==> src/rtl/axi_rd_arbiter.sv <==
// axi_rd_arbiter
//   Round-robin AXI4 read master shared by NUM_CLIENTS requesters (I/D cache
//   line fills and uncached word reads). One transaction is in flight at a
//   time. Each request is either a BEATS x 32-bit INCR line burst or a
//   single 32-bit beat.
//
// Ports
//   aclk, aresetn         clock, synchronous active-low reset
//   cl_req/burst/addr     per-client request level, mode, 32-bit address
//   cl_ack                one-cycle pulse, request accepted
//   cl_rvalid             one-cycle pulse, cl_rdata/cl_rerr valid for that client
//   cl_rdata, cl_rerr     shared line buffer and sticky error flag
//   m_axi_ar*             AXI4 read address channel
//   m_axi_r*              AXI4 read data channel
module axi_rd_arbiter #(
  parameter int         NUM_CLIENTS  = 4,
  parameter int         BEATS        = 4,
  parameter logic [3:0] AXI_ID       = 4'h0,
  parameter logic [3:0] CACHE_BURST  = 4'b1111,
  parameter logic [3:0] CACHE_SINGLE = 4'b0010
) (
  input  logic                     aclk,
  input  logic                     aresetn,
  input  logic [NUM_CLIENTS-1:0]   cl_req,
  input  logic [NUM_CLIENTS-1:0]   cl_burst,
  input  logic [32*NUM_CLIENTS-1:0] cl_addr,
  output logic [NUM_CLIENTS-1:0]   cl_ack,
  output logic [NUM_CLIENTS-1:0]   cl_rvalid,
  output logic [32*BEATS-1:0]      cl_rdata,
  output logic                     cl_rerr,
  output logic [3:0]               m_axi_arid,
  output logic [31:0]              m_axi_araddr,
  output logic [7:0]               m_axi_arlen,
  output logic [2:0]               m_axi_arsize,
  output logic [1:0]               m_axi_arburst,
  output logic [3:0]               m_axi_arcache,
  output logic                     m_axi_arvalid,
  input  logic                     m_axi_arready,
  input  logic [3:0]               m_axi_rid,
  input  logic [31:0]              m_axi_rdata,
  input  logic [1:0]               m_axi_rresp,
  input  logic                     m_axi_rlast,
  input  logic                     m_axi_rvalid,
  output logic                     m_axi_rready
);

  localparam int LINE_W = 32 * BEATS;
  localparam int GW     = (NUM_CLIENTS > 1) ? $clog2(NUM_CLIENTS) : 1;
  localparam int CW     = $clog2(BEATS);
  // Line bursts start on a line boundary: clear log2(BEATS*4) address bits.
  localparam logic [31:0] BURST_MASK = ~(32'(BEATS * 4) - 32'd1);

  typedef enum logic [1:0] {S_IDLE, S_AR, S_R, S_RESP} state_t;

  state_t              r_state;
  state_t              w_next;
  logic [GW-1:0]       r_rr_last;
  logic [GW-1:0]       r_gnt;
  logic                r_ack;
  logic [31:0]         r_araddr;
  logic [7:0]          r_arlen;
  logic [2:0]          r_arsize;
  logic [1:0]          r_arburst;
  logic [3:0]          r_arcache;
  logic [CW-1:0]       r_cnt;
  logic [LINE_W-1:0]   r_buf;
  logic                r_err;

  logic                w_found;
  logic [GW-1:0]       w_gnt;
  logic [GW-1:0]       w_idx;
  logic [31:0]         w_sel_addr;
  logic                w_beat;
  logic                w_cnt_last;
  logic                w_done;
  logic                w_unused_rresp0;

  // Round-robin search starting one past the last grant, wrapping.
  always_comb begin
    w_found = 1'b0;
    w_gnt   = '0;
    w_idx   = '0;
    for (int i = 1; i <= NUM_CLIENTS; i++) begin
      w_idx = GW'((int'(r_rr_last) + i) % NUM_CLIENTS);
      if (!w_found && cl_req[w_idx]) begin
        w_found = 1'b1;
        w_gnt   = w_idx;
      end
    end
  end

  assign w_sel_addr = cl_addr[32*w_gnt +: 32];

  // Beats with a foreign ID are still consumed (rready high) but ignored.
  assign w_beat     = (r_state == S_R) && m_axi_rvalid && (m_axi_rid == AXI_ID);
  assign w_cnt_last = (8'(r_cnt) == r_arlen);
  assign w_done     = w_beat && (m_axi_rlast || w_cnt_last);

  // Only SLVERR/DECERR (rresp[1]) flag an error; OKAY/EXOKAY do not.
  assign w_unused_rresp0 = m_axi_rresp[0];

  always_ff @(posedge aclk) begin
    if (!aresetn) begin
      r_state <= S_IDLE;
    end else begin
      r_state <= w_next;
    end
  end

  always_comb begin
    w_next        = r_state;
    cl_ack        = '0;
    cl_rvalid     = '0;
    m_axi_arvalid = 1'b0;
    m_axi_rready  = 1'b0;
    unique case (r_state)
      S_IDLE: begin
        if (w_found) w_next = S_AR;
      end
      S_AR: begin
        m_axi_arvalid = 1'b1;
        if (r_ack) cl_ack[r_gnt] = 1'b1;
        if (m_axi_arready) w_next = S_R;
      end
      S_R: begin
        m_axi_rready = 1'b1;
        if (w_done) w_next = S_RESP;
      end
      S_RESP: begin
        cl_rvalid[r_gnt] = 1'b1;
        w_next           = S_IDLE;
      end
      default: w_next = S_IDLE;
    endcase
  end

  always_ff @(posedge aclk) begin
    if (!aresetn) begin
      r_rr_last <= GW'(NUM_CLIENTS - 1);
      r_gnt     <= '0;
      r_ack     <= 1'b0;
      r_araddr  <= '0;
      r_arlen   <= '0;
      r_arsize  <= '0;
      r_arburst <= '0;
      r_arcache <= '0;
      r_cnt     <= '0;
      r_buf     <= '0;
      r_err     <= 1'b0;
    end else begin
      r_ack <= 1'b0;
      if (r_state == S_IDLE && w_found) begin
        r_rr_last <= w_gnt;
        r_gnt     <= w_gnt;
        r_ack     <= 1'b1;
        r_arsize  <= 3'd2;
        r_arburst <= 2'b01;
        r_cnt     <= '0;
        r_buf     <= '0;
        r_err     <= 1'b0;
        if (cl_burst[w_gnt]) begin
          r_araddr  <= w_sel_addr & BURST_MASK;
          r_arlen   <= 8'(BEATS - 1);
          r_arcache <= CACHE_BURST;
        end else begin
          r_araddr  <= {w_sel_addr[31:2], 2'b00};
          r_arlen   <= 8'd0;
          r_arcache <= CACHE_SINGLE;
        end
      end
      if (w_beat) begin
        r_buf[32*r_cnt +: 32] <= m_axi_rdata;
        r_cnt                 <= r_cnt + 1'b1;
        // rlast and the expected last beat must coincide; either one alone
        // ends the transaction but marks it as a protocol error.
        if (m_axi_rresp[1] || (m_axi_rlast != w_cnt_last)) r_err <= 1'b1;
      end
    end
  end

  assign m_axi_arid    = AXI_ID;
  assign m_axi_araddr  = r_araddr;
  assign m_axi_arlen   = r_arlen;
  assign m_axi_arsize  = r_arsize;
  assign m_axi_arburst = r_arburst;
  assign m_axi_arcache = r_arcache;
  assign cl_rdata      = r_buf;
  assign cl_rerr       = r_err;

endmodule

==> config.mk <==
export PLATFORM = sky130hd
export DESIGN_NAME = axi_rd_arbiter
export DESIGN_NICKNAME = d
export VERILOG_FILES = /design/src/rtl/axi_rd_arbiter.sv
export SDC_FILE = /design/constraint.sdc
export NUM_CORES = 1
export LEC_CHECK = 0
export CORE_AREA = 2 2 143 145
export DETAILED_ROUTE_END_ITERATION = 8
export DIE_AREA = 0 0 145 147
export GPL_ROUTABILITY_DRIVEN = 0
export PLACE_DENSITY_LB_ADDON = 0.2
export SLEW_MARGIN = 10
export SYNTH_ARGS = -nofsm -noshare
export SYNTH_HDL_FRONTEND = slang
export SYNTH_SLANG_ARGS = --single-unit
==> constraint.sdc <==
create_clock -name aclk -period 2.9 [get_ports aclk]
set_input_delay 0.58 -clock aclk [delete_from_list [all_inputs] [get_ports aclk]]
set_output_delay 0.58 -clock aclk [all_outputs]
set_load 0.01 [all_outputs]
## After elaboration in Yosys (flattened, before gate mapping)

Cells that the tools add are included.

| storage, ports and cells | value |
|---|---|
| register bits | 183 |
| bits in latches | 0 |
| memory bits (writable) | 0 |
| memory bits (read-only) | 0 |
| bits of input ports | 179 |
| output and inout port bits | 192 |
| word-level logic and storage cells | 94 |
| memories | 0 |

| cells by class | value |
|---|---|
| add/subtract/negate cells | 6 |
| multiply operators | 0 |
| divide/modulo/power cells | 0 |
| order comparisons | 7 |
| eq/ne operators | 8 |
| shifts and indexed selects | 3 |
| multiplexer cells | 42 |
| bitwise logic cells | 0 |
| reduce and logical (&&, ||, !) cells | 17 |

Operators by type and width:

| operator | count |
|---|---|
| $mux 128 | 3 |
| $bwmux 128 | 1 |
| $shift 32x34->128 const A | 1 |
| $shiftx 128x8->32 | 1 |
| $shiftx 32x34->128 | 1 |
| $neg 7->34 | 1 |
| $mux 2 | 10 |
| $mux 4 | 5 |
| $lt 2x3->1 const B | 6 |
| $mux 1 | 16 |
| $bmux 1 s2 | 5 |
| $eq 2x8->1 | 1 |
| $logic_and 1x1->1 | 8 |
| $pmux 2 s4 | 1 |
| $add 2x1->2 const B | 3 |
| $ne 2x2->1 const B | 3 |
| $add 2x2->2 const B | 2 |
| $eq 2x2->1 const B | 2 |
| $logic_not 4->1 | 1 |
| $logic_not 1->1 | 3 |
| $reduce_and 3->1 | 1 |
| $demux 1 s2 | 1 |
| $eq 2x1->1 const B | 1 |
| $ge 2x1->1 const B | 1 |
| 4 further kinds | 5 |

## Logic depth before layout (Yosys ltp)

Gate-level depths: netlist of the first run.

| logic depth | value |
|---|---|
| depth in word-level cells | 18 |
| depth in mapped cells | 10 |
| gate-level depth less buffers | 8 |

## Worst setup path after synthesis of the first run

OpenSTA, ideal clock, no wires.

| path | value |
|---|---|
| kind | input -> register |
| from | in cl_req[1] |
| to | reg r_araddr[23] (netlist: m_axi_araddr[23]) |
| setup time | 129 ps |
| arrival time | 2,046 ps |
| data required time | 2,771 ps |
| slack | 725 ps |
| stages on the path | 7 |
| path through | or2_1 > a311oi_1 > buf_2 > buf_4 > mux2_2 > o21ai_0 > o21ai_0 |

| on the way | value |
|---|---|
| cells in the longest elaborated chain, start to end | 13 |
| elaborated cells on any way between the ends | 24 |

RTL lines:

| what | RTL line | source |
|---|---|---|
| from (decl) | 24 | `input logic [NUM_CLIENTS-1:0] cl_req,` |
| $bmux 1 s2 | 85 | `if (!w_found && cl_req[w_idx]) begin` |
| $mux 1 (not written as such) | 85 |  |
| $mux 1 | 85 |  |
| $logic_not 1->1 | 85 |  |
| $logic_and 1x1->1 | 85 |  |
| $mux 1 | 85 |  |
| $logic_not 1->1 | 85 |  |
| $logic_and 1x1->1 | 85 |  |
| $mux 1 | 85 |  |
| $logic_not 1->1 | 85 |  |
| $logic_and 1x1->1 | 85 |  |
| $mux 2 or $mux 1 (tied branches) | 85 |  |
| $shiftx 128x8->32 or $logic_and 1x1->1 (tied branches) | 92, 152 |  |
| to (signal assigned) | 162 | `r_araddr <= w_sel_addr & BURST_MASK;` |
| to (signal assigned) | 166 | `r_araddr <= {w_sel_addr[31:2], 2'b00};` |
| to (decl) | 60 | `logic [31:0] r_araddr;` |

Parallel ways exist; a longest one is shown, timed or not. The select of a mux whose other input is x is not followed.
A chain may end at the register's enable or synchronous reset.

## Worst setup path in the final report of the first run

| path | value |
|---|---|
| from | reg r_state[0] |
| to | reg r_buf[15] (netlist: cl_rdata[15]) |

| on the way | value |
|---|---|
| cells in the longest elaborated chain, start to end | 6 |
| elaborated cells on any way between the ends | 9 |

RTL lines:

| what | RTL line | source |
|---|---|---|
| from (decl) | 55 | `state_t r_state;` |
| from (signal assigned) | 106 | `r_state <= w_next;` |
| $logic_not 2->1 | 152 | `if (r_state == S_IDLE && w_found) begin` |
| $logic_and 1x1->1 | 152 |  |
| $mux 128 | 152 |  |
| $mux 128 | 138 | `if (!aresetn) begin` |
| $bwmux 128 | 172 | `r_buf[32*r_cnt +: 32] <= m_axi_rdata;` |
| $mux 128 * | 171 | `if (w_beat) begin` |
| to (signal, indexed assignment) | 172 |  |
| to (decl) | 66 | `logic [LINE_W-1:0] r_buf;` |

Mark *: on every way between the ends. The rest lies on a longest branch, timed or not. The select of a mux whose other input is x is not followed.

==> out/metrics.csv, run 1 <==
stage,metric,value,unit
worst_hold_path,worst hold path class,reg -> reg,
power,Internal,5.15,mW
cts,CTS tree,done,
setup_path,crit-path max cell delay,840,ps
synth,Yosys warning count,0,
synth,sequential fraction of the synthesis area,46.6,%
power,Clock power frac,28.4,%
floorplan,DIE HEIGHT,147,µm
power,leakage power,4.18,nW
synth,number of flops mapped to enable cells by yosys,0,
timing,Final Hold Vio Count,0,
synth,"Primary FF master, synth",dfxtp_1,
detailed_routing,WL final,24700,µm
detailed_routing,number of antenna-violating nets in the routed design,0,
timing,Worst-Margin Slew,1070,ps
setup_path,critical path endpoint category,flip-flop,
setup_path,R2R depth,9,
setup_path,WP data arrival,2920,ps
setup_path,Worst Setup EP,cl_rdata[15],
synth,"Avg Cell Area, Syn",8.79,µm²
global_route,largest net degree at the start of global routing,46,
cts,CTS Buf Count,17,
floorplan,Initial Util,36.8,%
timing,RSZ-0062 raised after global routing,no,
cts,Worst-Skew Late Latency,430,ps
detailed_routing,First-pass DRT Iterations,7,
setup_path,Crit path max-delay family,compound AO/OA/AOI/OAI gates,
synth,Yosys cell types,33,
setup_path,reg2reg end,cl_rdata[15],
cts,H-tree depth,4,
global_route,All-Layer GR Usage,22.8,%
floorplan,Die Wd,145,µm
global_route,first-pass GRT wire length,38400,µm
detailed_routing,Avg WL per Cell,17.4,µm
layout,area grow syn2layout,59.3,%
synth,share of Yosys cell area claimed by the top area cell type,46.6,%
setup_path,cell mode on critical path,buf_4,
cts,CTS Hold Bufs,0,
setup_path,Worst Path Buf+Inv,3,
place,Port Buffers,346,
synth,cells after synthesis,831,
place,# placed instances,1392,
detailed_routing,Detailed Route Iter0 Violations,224,
timing,period utilization,88.4,%
power,Pwr Total,7.89,mW
synth,dominant cell type by area after synthesis,dfxtp_1,
cts,Longest Clk Path Bufs,2,
floorplan,Placeable Area,19800,µm²
job,max-cap viol count,0,
synth,mapped cell area,7310,µm²
global_route,antenna violations before repair,0,
layout,diodes inserted,0,
setup_path,Crit Path Category,reg -> reg,
setup_path,CP Depth,9,
timing,number of max-slew violations in the final report,0,
floorplan,die area,21300,µm²
global_route,GRT overflow,0,
synth,fraction of registers with async set/reset,0,%
setup_path,R2R Setup Slk,340,ps
setup_path,CP Launch Type,flip-flop,
timing,Fmax,0.390,GHz
cts,root buf cell,clkbuf_16,
setup_path,reg2reg start,r_state[0],
cts,Post-CTS Setup Bufs,0,
setup_path,crit path max fanout,32,
cts,CTS Sinks,170,
setup_path,Crit path required time,3260,ps
synth,dominant cells by area after synthesis,"dfxtp_1 (47%), a22oi_1 (10%), nand3_1 (6.4%)",
floorplan,row count,52,
cts,clock-pin transition on the worst setup and hold timing paths,70,ps
detailed_routing,Via density,5.03,
power,Sw Share,34.7,%
detailed_routing,via count,7168,
global_route,number of global-route vias before repair,7096,
setup_path,Crit. Startpoint,r_state[0],
power,Psw,2.73,mW
power,power density cells,678,nW/µm²
synth,Yosys reg bits,170,
place,Post-DP HPWL,18000,µm
setup_path,chain of cells forming the critical path,"inv_1, ha_1, or4b_1, nor3b_2, buf_4, buf_4, a21oi_4, a22oi_1, nor2_1",
power,Comb pwr share,36.3,%
power,Max rail drop VDD,0.374,mV
timing,crit path time final,2560,ps
timing,final setup violating endpoints,0,
place,placed cell area,11100,µm²
layout,Final Core Density,58.7,%
power,Flop pwr share,35.2,%
outcome,status,finished clean,
layout,final non-filler cell total,1424,
timing,final clock skew,11.9,ps
layout,layout cells sized above 1,8.49,%
layout,fin area,11600,µm²
detailed_routing,DRC viols,0,
layout,Total Nets Final,1331,
setup_path,slowest stage cell on the critical path,a21oi_4,
cts,cells resized by post-CTS repair,0,
floorplan,Top Ports,371,
timing,Slew HR,28.3,%
-- per-layer routing --
| layer | GRT usage (%) | vias to the layer above | part of all wire, % |
|---|---|---|---|
| li1 | - | 3522 | - |
| met1 | 26.2 | 3339 | 41 |
| met2 | 40.2 | 266 | 49 |
| met3 | 6.43 | 41 | 6.7 |
| met4 | 8.91 | 0 | 2.9 |
| met5 | 0 | - | 0 |
-- worst min path at each step --
| stage | endpoint | cells after the start | start | slack (ps) |
|---|---|---|---|---|
| 2_1_floorplan | cl_rerr | 2 | cl_rerr | 480 |
| 3_3_place_gp | cl_rerr | 2 | cl_rerr | 440 |
| 3_5_place_dp | cl_rerr | 2 | cl_rerr | 450 |
| 4_1_cts | m_axi_araddr[16] | 2 | m_axi_araddr[16] | 460 |
| 5_1_grt | m_axi_araddr[20] | 2 | m_axi_araddr[20] | 480 |
| 6_report | m_axi_araddr[20] | 2 | m_axi_araddr[20] | 460 |
-- state kept, by name (all words and copies together), names as in the netlist --
signal / flops
cl_rdata: 128
cl_rerr: 1
m_axi_araddr: 30
m_axi_arcache: 2
r_ack: 1
r_cnt: 2
r_gnt: 2
r_rr_last: 2
r_state: 2
-- kinds of logic (layout without fill, tap and decap cells) --
group | Yosys count | after routing | share of synthesized area [%]
AOI/OAI and AO/OA | 206 | 206 | 17.9
other | 1 | 15 | 0.0513
buffers and inverters | 108 | 417 | 7.66
adders and majority gates | 11 | 11 | 1.88
DFF | 170 | 170 | 46.6
muxes | 62 | 62 | 8.97
and+or+nand+nor | 273 | 273 | 17.0
-- worst register-to-register path, stage by stage, from the launching register on --
cell and delay [ps]:
dfxtp_1 380, inv_1 100, ha_1 260, or4b_1 200
nor3b_2 50, buf_4 150, buf_4 170, a21oi_4 840
a22oi_1 220, nor2_1 140
-- synth_stat cells (2+ instances only) --
master and instances:
mux2i_1 34, mux2_2 28, buf_1 3, and2_1 2
nor2b_1 5, buf_4 35, ha_1 11, and3b_1 2
nand3_1 94, and3_1 3, a32o_1 2, nor2_1 107
o21ai_1 10, a221o_1 2, a21oi_1 44, o21ai_0 47
buf_2 18, clkbuf_1 43, a22oi_1 97, dfxtp_1 170
nand2b_1 5, nor3_1 6, nand2_1 40, a211oi_1 3
nor3b_1 4, inv_1 9
-- layout make-up --
type                       count  area [µm²]
clock buffer                  18         429
clock inverter                14         155
fill                        1802        8200
inverter                       9        36.3
multi-input combinational    567        3470
sequential                   170        3400
tap                          270         338
timing repair buffer         376        3810
-- layout by cell type (no fill, tap or decap), drive strengths merged --
master / count
clkdlybuf4s50: 346
dfxtp: 170
nor2: 107
a22oi: 97
nand3: 94
o21ai: 57
a21oi: 44
nand2: 40
mux2i: 34
buf: 30
mux2: 28
clkbuf: 18
inv: 16
conb: 15
ha: 11
nor3: 6
nor2b: 5
clkinvlp: 5
nor3b: 5
nand2b: 5
and3: 3
a211oi: 3
and3b: 2
and2: 2
a221o: 2
a32o: 2
or4b: 1
or2: 1
and4: 1
and4b: 1
a311oi: 1
clkinv: 1
bufinv: 1
-- power by group through the flow --
stage	Combinational (mW)	Sequential (mW)	Clock [mW]
floorplan	1.48	2.89	0
global placement	2.88	2.81	0
detailed placement	2.89	2.83	0
CTS	2.90	2.78	2.29
global route	3.11	2.81	2.39
finish	2.87	2.78	2.24
-- stage by stage --
| step | hold WS (ps) | worst slack, ps | TNS (ps) |
|---|---|---|---|
| final | 460 | 336 | 0 |
| after global routing | 484 | 108 | 0 |
| after CTS | 462 | 311 | 0 |
| after detailed placement | 451 | -101 | -6050 |
| after global placement | 445 | -39.7 | -2100 |
| after floorplan | 476 | 725 | 0 |
Note: power is estimated with default switching activity, not from simulation.
==> inputs of run 2 (changes only) <==
GPL_TIMING_DRIVEN = 0   (was unset)
SKIP_LAST_GASP = 1   (was unset)
==> out/metrics.csv, run 2 (synthesis gave the netlist of run 1 again) <==
stage,metric,value,unit,change
timing,Worst-Margin Slew,809,ps,-265 ps
cts,clock-pin transition on the worst setup and hold timing paths,60,ps,about the same
cts,CTS Sinks,170,,unchanged
cts,Post-CTS Setup Bufs,0,,unchanged
layout,"leading cell type in the layout, fill and taps excluded",clkdlybuf4s50_1,,
cts,CTS Hold Bufs,0,,unchanged
worst_hold_path,hold path depth,2,,unchanged
cts,Worst-Skew Late Latency,420,ps,about the same
floorplan,Placeable Area,19800,µm²,unchanged
timing,Hold Slack,457,ps,-3.58 ps
setup_path,R2R Setup Slk,380,ps,+40 ps
place,placed cell area,11100,µm²,+0.84%
layout,Final Core Density,59.1,%,+0.47 points
setup_path,reg2reg start,r_state[0],,
floorplan,Initial Util,36.8,%,unchanged
timing,Fmax,0.374,GHz,-4.2%
layout,fin area,11700,µm²,+0.80%
setup_path,Crit path required time,3220,ps,-40 ps
timing,final clock skew,7.02,ps,-4.88 ps
layout,area grow syn2layout,60.6,%,
detailed_routing,First-pass DRT Iterations,5,,-2
layout,layout cells sized above 1,9.57,%,+1.1 points
detailed_routing,WL final,26600,µm,+7.6%
setup_path,reg2reg end,cl_rdata[48],,
setup_path,R2R depth,10,,+1
floorplan,Die Wd,145,µm,unchanged
floorplan,die area,21300,µm²,unchanged
worst_hold_path,WHS Endpoint,m_axi_araddr[18],,
detailed_routing,Detailed Route Iter0 Violations,392,,+75%
detailed_routing,number of antenna-violating nets in the routed design,0,,unchanged
layout,Total Nets Final,1399,,+5.1%
floorplan,DIE HEIGHT,147,µm,unchanged
floorplan,row count,52,,unchanged
timing,crit path time final,2680,ps,+112 ps
setup_path,WP data arrival,2990,ps,+70 ps
setup_path,crit path max fanout,10,,-69%
timing,total negative slack,0,ps,unchanged
place,Post-DP HPWL,20700,µm,+15%
global_route,antenna violations before repair,0,,unchanged
layout,diodes inserted,0,,unchanged
cts,CTS tree,done,,
timing,RSZ-0062 raised after global routing,no,,
global_route,first-pass GRT wire length,41400,µm,+7.6%
global_route,GRT overflow,0,,unchanged
layout,most frequent cells in the layout,"clkdlybuf4s50_1 (345), dfxtp_1 (170), nor2_1 (107)",,
layout,# fillers,1802,,unchanged
setup_path,Crit Path Category,in -> reg,,
detailed_routing,Avg WL per Cell,17.8,µm,+2.7%
cts,H-tree depth,4,,unchanged
cts,root buf cell,clkbuf_16,,
setup_path,critical path endpoint category,flip-flop,,
place,Port Buffers,345,,-0.29%
timing,number of max-slew violations in the final report,0,,unchanged
power,power density cells,677,nW/µm²,about the same
cts,CTS Buf Count,17,,unchanged
global_route,largest net degree at the start of global routing,17,,-63%
timing,final setup violating endpoints,0,,unchanged
floorplan,Top Ports,371,,unchanged
power,Max rail drop VDD,0.402,mV,+7.6%
job,max-cap viol count,0,,unchanged
global_route,All-Layer GR Usage,24.6,%,+1.8 points
global_route,number of global-route vias before repair,7506,,+5.8%
detailed_routing,Via density,5.05,,+0.33%
setup_path,CP Launch Type,input pin,,
worst_hold_path,min-delay src,m_axi_araddr[18],,
timing,period utilization,92.3,%,+3.9 points
outcome,status,finished clean,,
timing,Slew HR,45.7,%,+17 points
worst_hold_path,worst hold path class,reg -> reg,,
timing,Final Hold Vio Count,0,,unchanged
cts,Longest Clk Path Bufs,2,,unchanged
power,leakage power,4.33,nW,+3.6%
layout,max reg flops,128,,unchanged
detailed_routing,via count,7535,,+5.1%
detailed_routing,DRC viols,0,,unchanged
==> run 2: cell types whose count changed in the layout (fill, tap and decap cells not counted), sizes merged <==
cell,previous run,this run
inv,16,14
clkdlybuf4s50,346,345
clkinvlp,5,1
bufinv,1,0
clkbuf,18,65
clkinv,1,4
buf,30,56
==> run 2: per-stage QoR <==
step	total power [mW]	worst slack (ps)	cells
floorplan	4.37	725	845
global placement	5.76	-393	1460
detailed placement	5.79	-346	1460
CTS	7.98	107	1492
global route	8.32	49.8	1492
finish	7.94	224	1492
==> run 2: worst max path at each step <==
stage | from | end | cells after the start | slack (ps)
after floorplan | cl_req[1] | m_axi_araddr[23] | 7 | 730
after global placement | cl_req[1] | m_axi_araddr[21] | 8 | -390
after detailed placement | cl_req[1] | m_axi_araddr[21] | 8 | -350
after CTS | cl_req[1] | m_axi_araddr[21] | 8 | 110
after global routing | cl_req[1] | m_axi_araddr[25] | 9 | 50
final | cl_req[2] | m_axi_araddr[2] | 7 | 220
==> run 2: where the power goes <==
part / leakage (nW) / internal (mW) / switching, mW
registers: 1.38 / 2.60 / 0.158
clock network: 0.286 / 1.23 / 0.975
logic: 2.66 / 1.32 / 1.66
total: 4.33 / 5.15 / 2.79
==> run 2: layout make-up <==
type	count	area, µm²	share of cell area (%)
Sequential cell	170	3400	29.0
Multi-Input combinational cell	567	3400	29.0
Clock inverter	10	81.3	0.693
Inverter	9	33.8	0.288
Tap cell	270	338	2.88
Timing Repair Buffer	345	3450	29.4
Buffer	99	528	4.50
Clock buffer	22	494	4.21
==> run 2: layer usage <==
| metal | vias up | share of wire [%] | track usage (%) |
|---|---|---|---|
| met1 | 3530 | 39 | 27.7 |
| met2 | 301 | 50 | 43.7 |
| met3 | 45 | 7.7 | 7.14 |
| li1 | 3659 | - | - |
| met5 | - | 0 | 0 |
| met4 | 0 | 3.1 | 9.90 |
==> run 2: critical path, stage by stage <==
cell	delay [ps]
clkdlybuf4s50_1	540
inv_1	50
a221o_1	320
a21oi_1	570
clkbuf_1	520
a21oi_1	170
a32o_1	240
==> run 2: timing repair <==
item,4_1_cts,5_1_grt
endpoints found under the setup margin,0,15
gates resized for setup,0,5
hold endpoints to repair,0,0
==> inputs of run 3 (changes only) <==
SLEW_MARGIN = 5   (was 10)
==> results of run 3 <==
Same layout as run 2: the final DEF is identical, and so are final timing and power.
